==> src/rtl/vga_sync_gen.sv <==
// Raster timing source for 640x480@60 VGA: pixel-enable divider, h/v counters, syncs.
// Optional `VGA_FRAME_TICK_EN enables the start-of-frame strobe; otherwise frame_tick is tied low.
module vga_sync_gen #(
  parameter int H_VISIBLE = 640,
  parameter int H_FP      = 16,
  parameter int H_SYNC    = 96,
  parameter int H_BP      = 48,
  parameter int V_VISIBLE = 480,
  parameter int V_FP      = 10,
  parameter int V_SYNC    = 2,
  parameter int V_BP      = 33,
  parameter int CLK_DIV   = 4
) (
  input  logic       clk,
  input  logic       rst_n,
  output logic       pclk_en,
  output logic [9:0] h_cnt,
  output logic [9:0] v_cnt,
  output logic       hsync,
  output logic       vsync,
  output logic       valid,
  output logic       frame_tick
);

  localparam int H_TOTAL = H_VISIBLE + H_FP + H_SYNC + H_BP;
  localparam int V_TOTAL = V_VISIBLE + V_FP + V_SYNC + V_BP;
  localparam int DIV_W   = $clog2(CLK_DIV);

  localparam logic [DIV_W-1:0] DIV_LAST = DIV_W'(CLK_DIV - 1);
  localparam logic [9:0] H_LAST   = 10'(H_TOTAL - 1);
  localparam logic [9:0] V_LAST   = 10'(V_TOTAL - 1);
  localparam logic [9:0] H_VIS    = 10'(H_VISIBLE);
  localparam logic [9:0] V_VIS    = 10'(V_VISIBLE);
  localparam logic [9:0] HS_START = 10'(H_VISIBLE + H_FP);
  localparam logic [9:0] HS_END   = 10'(H_VISIBLE + H_FP + H_SYNC);
  localparam logic [9:0] VS_START = 10'(V_VISIBLE + V_FP);
  localparam logic [9:0] VS_END   = 10'(V_VISIBLE + V_FP + V_SYNC);

  // Half-open window test shared by both sync decoders.
  function automatic logic in_window(input logic [9:0] val,
                                     input logic [9:0] lo,
                                     input logic [9:0] hi);
    return (val >= lo) && (val < hi);
  endfunction

  logic [DIV_W-1:0] div_r;
  logic             pclk_en_s;
  logic [9:0]       h_cnt_r;
  logic [9:0]       v_cnt_r;
  logic [9:0]       h_nxt_s;
  logic [9:0]       v_nxt_s;
  logic             hsync_r;
  logic             vsync_r;
  logic             valid_r;

  assign pclk_en_s = (div_r == DIV_LAST);

  // Pixel-clock divider: counts 0..CLK_DIV-1 and wraps.
  always_ff @(posedge clk or negedge rst_n) begin
    if (!rst_n) begin
      div_r <= '0;
    end else if (pclk_en_s) begin
      div_r <= '0;
    end else begin
      div_r <= div_r + DIV_W'(1);
    end
  end

  // Next raster position; moves only on the pixel strobe.
  always_comb begin
    h_nxt_s = h_cnt_r;
    v_nxt_s = v_cnt_r;
    if (pclk_en_s) begin
      if (h_cnt_r == H_LAST) begin
        h_nxt_s = 10'd0;
        if (v_cnt_r == V_LAST) begin
          v_nxt_s = 10'd0;
        end else begin
          v_nxt_s = v_cnt_r + 10'd1;
        end
      end else begin
        h_nxt_s = h_cnt_r + 10'd1;
        v_nxt_s = v_cnt_r;
      end
    end else begin
      h_nxt_s = h_cnt_r;
      v_nxt_s = v_cnt_r;
    end
  end

  // Counters and decoded flags are all loaded from the next position so they stay coherent.
  always_ff @(posedge clk or negedge rst_n) begin
    if (!rst_n) begin
      h_cnt_r <= H_LAST;
      v_cnt_r <= V_LAST;
      hsync_r <= 1'b1;
      vsync_r <= 1'b1;
      valid_r <= 1'b0;
    end else begin
      h_cnt_r <= h_nxt_s;
      v_cnt_r <= v_nxt_s;
      hsync_r <= ~in_window(h_nxt_s, HS_START, HS_END);
      vsync_r <= ~in_window(v_nxt_s, VS_START, VS_END);
      valid_r <= (h_nxt_s < H_VIS) && (v_nxt_s < V_VIS);
    end
  end

`ifdef VGA_FRAME_TICK_EN
  logic frame_tick_r;

  // Strobe only on the advance that lands on (0,0), so it lasts a single clk.
  always_ff @(posedge clk or negedge rst_n) begin
    if (!rst_n) begin
      frame_tick_r <= 1'b0;
    end else begin
      frame_tick_r <= pclk_en_s && (h_nxt_s == 10'd0) && (v_nxt_s == 10'd0);
    end
  end

  assign frame_tick = frame_tick_r;
`else
  assign frame_tick = 1'b0;
`endif

  assign pclk_en = pclk_en_s;
  assign h_cnt   = h_cnt_r;
  assign v_cnt   = v_cnt_r;
  assign hsync   = hsync_r;
  assign vsync   = vsync_r;
  assign valid   = valid_r;

endmodule
==> config.mk <==
export PLATFORM = sky130hd
export DESIGN_NAME = vga_sync_gen
export DESIGN_NICKNAME = d
export VERILOG_FILES = /design/src/rtl/vga_sync_gen.sv
export SDC_FILE = /design/constraint.sdc
export NUM_CORES = 1
export LEC_CHECK = 0
export BUFFER_PORTS_ARGS = -buffer_cell sky130_fd_sc_hd__buf_4
export CORE_MARGIN = 3
export CORE_UTILIZATION = 40
export CTS_BUF_LIST = sky130_fd_sc_hd__clkbuf_8 sky130_fd_sc_hd__clkbuf_16
export DETAILED_ROUTE_END_ITERATION = 8
export MAX_ROUTING_LAYER = met4
export PLACE_DENSITY = 0.72
export REMOVE_ABC_BUFFERS = 1
export SYNTH_ARGS = -nofsm -noshare
export SYNTH_HDL_FRONTEND = slang
export SYNTH_SLANG_ARGS = --single-unit
==> constraint.sdc <==
create_clock -name clk -period 6.5 [get_ports clk]
set_input_delay 0.325 -clock clk [delete_from_list [all_inputs] [get_ports clk]]
set_output_delay 0.325 -clock clk [all_outputs]
set_load 0.01 [all_outputs]
# Word level (Yosys, flattened, before mapping)
# Cells that the tools add are included.
# op_classes
div,0
n_lt_le_gt_ge,6
multipliers,0
bitwise_logic,2
n_eq_ne,3
addsub,3
n_mux,6
n_shift,0
reduce_logical,3
# op_table
cell,n
10-bit 2-to-1 mux,5
10-bit by 1-bit adder with 10-bit output (second input constant),2
10-bit equality test (second input constant),2
10-bit less-than comparator (second input constant),2
10-bit by 9-bit less-than comparator with 1-bit output (second input constant),2
10-bit >= comparator (second input constant),1
10-bit by 9-bit >= comparator with 1-bit output (second input constant),1
1-bit logical AND,3
2-bit by 1-bit adder with 2-bit output (second input constant),1
2-bit equality test (second input constant),1
2-bit 2-to-1 mux,1
1-bit NOT,2
# totals
reg_bits,25
output_inout_bits,25
ram_bits,0
in_bits,2
latch_bits,0
n_memories,0
mem_bits_ro,0
elab_cells,29

# Depth between registers and ports, before layout
# depth
word_depth,7
depth_mapped,8

# Worst setup path before layout
# Ideal clock, no wire load.
# synth_path
path_kind,reg2reg
from,"reg h_cnt_r[8], in the netlist h_cnt[8]"
to,"reg valid_r, in the netlist valid"
stages_incl_launch_ff,7
slack_ns,4.245
arrival_time_ns,2.161
setup_ns,0.094
cell_sequence,dfstp_2 or4b_4 nor4_4 nand4_2 xnor2_2 and4_1 a211oi_1
# synth_between
elab_chain_cells,5
# synth_rtl
item,line,source
from (decl),48,logic [9:0] h_cnt_r;
from (signal assigned),100,h_cnt_r <= h_nxt_s;
10-bit equality test,74,if (h_cnt_r == H_LAST) begin
10-bit 2-to-1 mux,74,
10-bit 2-to-1 mux,73,if (pclk_en_s) begin
net v_nxt_s[7],51,logic [9:0] v_nxt_s;
10-bit by 9-bit less-than comparator with 1-bit output,104,valid_r <= (h_nxt_s < H_VIS) && (v_nxt_s < V_VIS);
1-bit logical AND,104,
to (signal assigned),104,
to (decl),54,logic valid_r;
# The timed path passes the listed nets, and every way through them passes these cells.

# Final worst setup path
# Ends and elaborated chain as after synthesis.

==> results.md <==
* Grt total ovfl at 0
* DR WL/cell at around 14 um
* Starting Density at about 43%
* Antenna diode instance count at 0
* Post-synth top flop: dfrtp_1
* Ys Warns at 0
* Layout Utilization at 51.8%
* First-pass GRT wire length at approximately 5000 um
* Outcome: finished, final reports clean
* Startpoint types: flip-flop
* Reg2reg path depth at 6
* Routed vias at around 1.1k
* Final min period at 2.41 ns
* Gpl congestion at between 0.9 and 1
* Clock tree buffer depth at 2
* Die width at ~64 um
* Leak at approximately 0.72 nW
* Final Hold Viols at 0
* Syn Inst Count at 131
* Reg area at 641 um2
* Worst Hold Class: reg2reg
* Worst-path maximum fanout at 8
* HPWL after detailed placement at about 2100 um
* Via density per instance at ~5.3
* Fillers at slightly above 300
* TritonCTS buffer count at 3
* DRT iter0 DRCs at 72
* Fin crit share at 37.1%
* Port bufs at 25
* Max_slew headroom at between 60 and 70%
* # hold bufs at CTS at 1
* Clk_skew at approximately 0.0018 ns
* Largest net degree at the start of global routing at 26
* Flops & latches, synth at 25
* Commonest non-fill, non-tap cell in the layout: buf_4
* Setup TNS at 0 ns
* GRT Total Usage at approximately 16%
* Worst vdd ir at between 50 and 60 uV
* Clk slew on worst S/H paths at roughly 0.080 ns
* Final setup viols at 0
* Core Box Area at around 0.0031 mm2
* Slew @ Worst Pin at about 0.56 ns
* RSZ-0062 raised after global routing: no
* WP data arrival at about 2.6 ns
* Crit Path Class: reg2reg
* Comb pwr share at around 1.6%
* CTS tree: yes
* Max H-tree Level at 1
* Yosys cell types at 40
* Initial antenna violation count at 0
* Post-synth EDFFs at 0
* DRC at 0
* Most frequent cells in the layout: buf_4 (25), nand2_1 (13), dfrtp_1 (13)
* Post-CTS sizing at 0
* Detailed Routing Iterations Pass 1 at 4
* Sequential share of the synthesized area at about half
* Cell Pwr Density at between 150 and 200 mW/mm2
* Max_cap viols at 0
* I/O pin count at 27
* Power Total at between 200 and 300 uW
* Multi-input logic area at 636 um2
* CP Data Required Time at around 6.7 ns
* Switching share of power at 20.5%
* Dpl cell area at 0.00155 mm2
* Hold depth at 1
* Design Area, Final at roughly 0.0016 mm2
* Vias in the first global route at 1090
* Wirelength, routed at between 2000 and 3000 um
* Reg2reg setup slack at slightly above 4 ns
* Fmax at between 400 and 500 MHz
* Clock latency on the worst-skew pair at approximately 0.27 ns
* Fraction of layout cells with a size suffix above 1 at around 28%
* P_int at between 150 and 200 uW
* Die Area at ~0.0040 mm2
* Syn_area_per_cell at 10.1 um2
* Postcts setup bufs at 0
* Critical Path End Type: flip-flop
* Sinks on Clock Net at 25
* Asr flop ratio synth at 100%
* Net Sw Power at approximately 50 uW
* Layout area overhead at 21.0%
* Clock power share at a little over a third
* Sequential power share at 62.2%
* Fin. max-slew vios at 0
* DIE HEIGHT at 63.6 um
* Synthesized area at 0.00133 mm2
* Standard-cell rows at 20
* Final nets at roughly 170
* Root Driver: clkbuf_8
* Antenna viol nets, final at 0
-- worst max-delay path, stage by stage (launching register included) --
cell	delay, ns
dfstp_2	0.59
or4b_4	0.50
nor4_4	0.45
nand4_2	0.19
xnor2_2	0.17
and4_1	0.19
a211oi_1	0.23
-- cells by family (layout without fill, tap and decap cells) --
family                   after synthesis  after routing  share of synthesized area [%]
other                                  1              1                          0.282
AND/OR/NAND/NOR                       60             60                           27.3
XOR/XNOR                              11             11                           7.82
adder cells (fa/ha/maj)                4              4                           3.77
AO/OA/AOI/OAI                         18             18                           7.91
flip-flops                            25             25                           48.2
buffers and inverters                 11             39                           3.95
multiplexers                           1              1                          0.753
-- power by group through the flow --
| stage | Sequential [mW] | Clock, mW | Combinational, mW |
|---|---|---|---|
| floorplan | 0.159 | 0 | 0.000249 |
| global placement | 0.159 | 0 | 0.00365 |
| detailed placement | 0.159 | 0 | 0.00382 |
| CTS | 0.156 | 0.0941 | 0.00430 |
| global route | 0.156 | 0.102 | 0.00474 |
| finish | 0.156 | 0.0906 | 0.00396 |
-- stage by stage --
stage          instances  hold slack, ns  setup slack, ns
2_1_floorplan        129          0.0294             4.24
3_3_place_gp         198           0.239             4.19
3_5_place_dp         198           0.247             4.08
4_1_cts              203           0.442             4.06
5_1_grt              203           0.457             3.86
6_report             203           0.439             4.09
-- worst paths after layout --
check | start | endpoint
max | h_cnt[8] | valid
min | div_r[0] | div_r[0]
max reg2reg | h_cnt[8] | valid
min reg2reg | div_r[0] | div_r[0]
max in group asynchronous | rst_n | h_cnt[2]
min in group asynchronous | rst_n | v_cnt[6]
-- layout make-up --
cell class              instances  share of cell area [%]
multi-input cells              95                    39.5
clock buffers                   3                    2.57
well taps                      44                    3.42
flip-flops and latches         25                    39.8
inverters                       9                    2.10
repair buffers                 26                    12.3
clock inverters                 1                   0.233
-- synthesized netlist by cell type (2+ instances only) --
cell | count | area, um2
a21oi_1 | 2 | 10.0
and2_1 | 3 | 18.8
and3_1 | 5 | 31.3
and4_1 | 2 | 17.5
dfrtp_1 | 13 | 325
dfstp_2 | 12 | 315
ha_1 | 4 | 50.1
inv_1 | 9 | 33.8
nand2_1 | 13 | 48.8
nand3_1 | 8 | 40.0
nand4_1 | 4 | 25.0
nor2_1 | 7 | 26.3
nor3_1 | 2 | 10.0
nor4_1 | 2 | 12.5
nor4b_1 | 2 | 17.5
o21ai_0 | 10 | 50.1
or3_1 | 2 | 12.5
xnor2_1 | 7 | 61.3
xor2_1 | 3 | 26.3
-- per-layer routing --
| layer | vias up | GRT usage (%) | part of all wire (%) |
|---|---|---|---|
| li1 | 520 | - | - |
| met1 | 523 | 19.2 | 45 |
| met2 | 26 | 25.7 | 49 |
| met3 | 4 | 2.50 | 3.7 |
| met4 | 0 | 9.70 | 1.8 |
| met5 | - | - | 0 |
-- flip-flops by register name, summed over array words and instances, names as in the netlist --
name   flops
hsync      1
vsync      1
div_r      2
valid      1
h_cnt     10
v_cnt     10
Power figures use the tool's default switching activity.
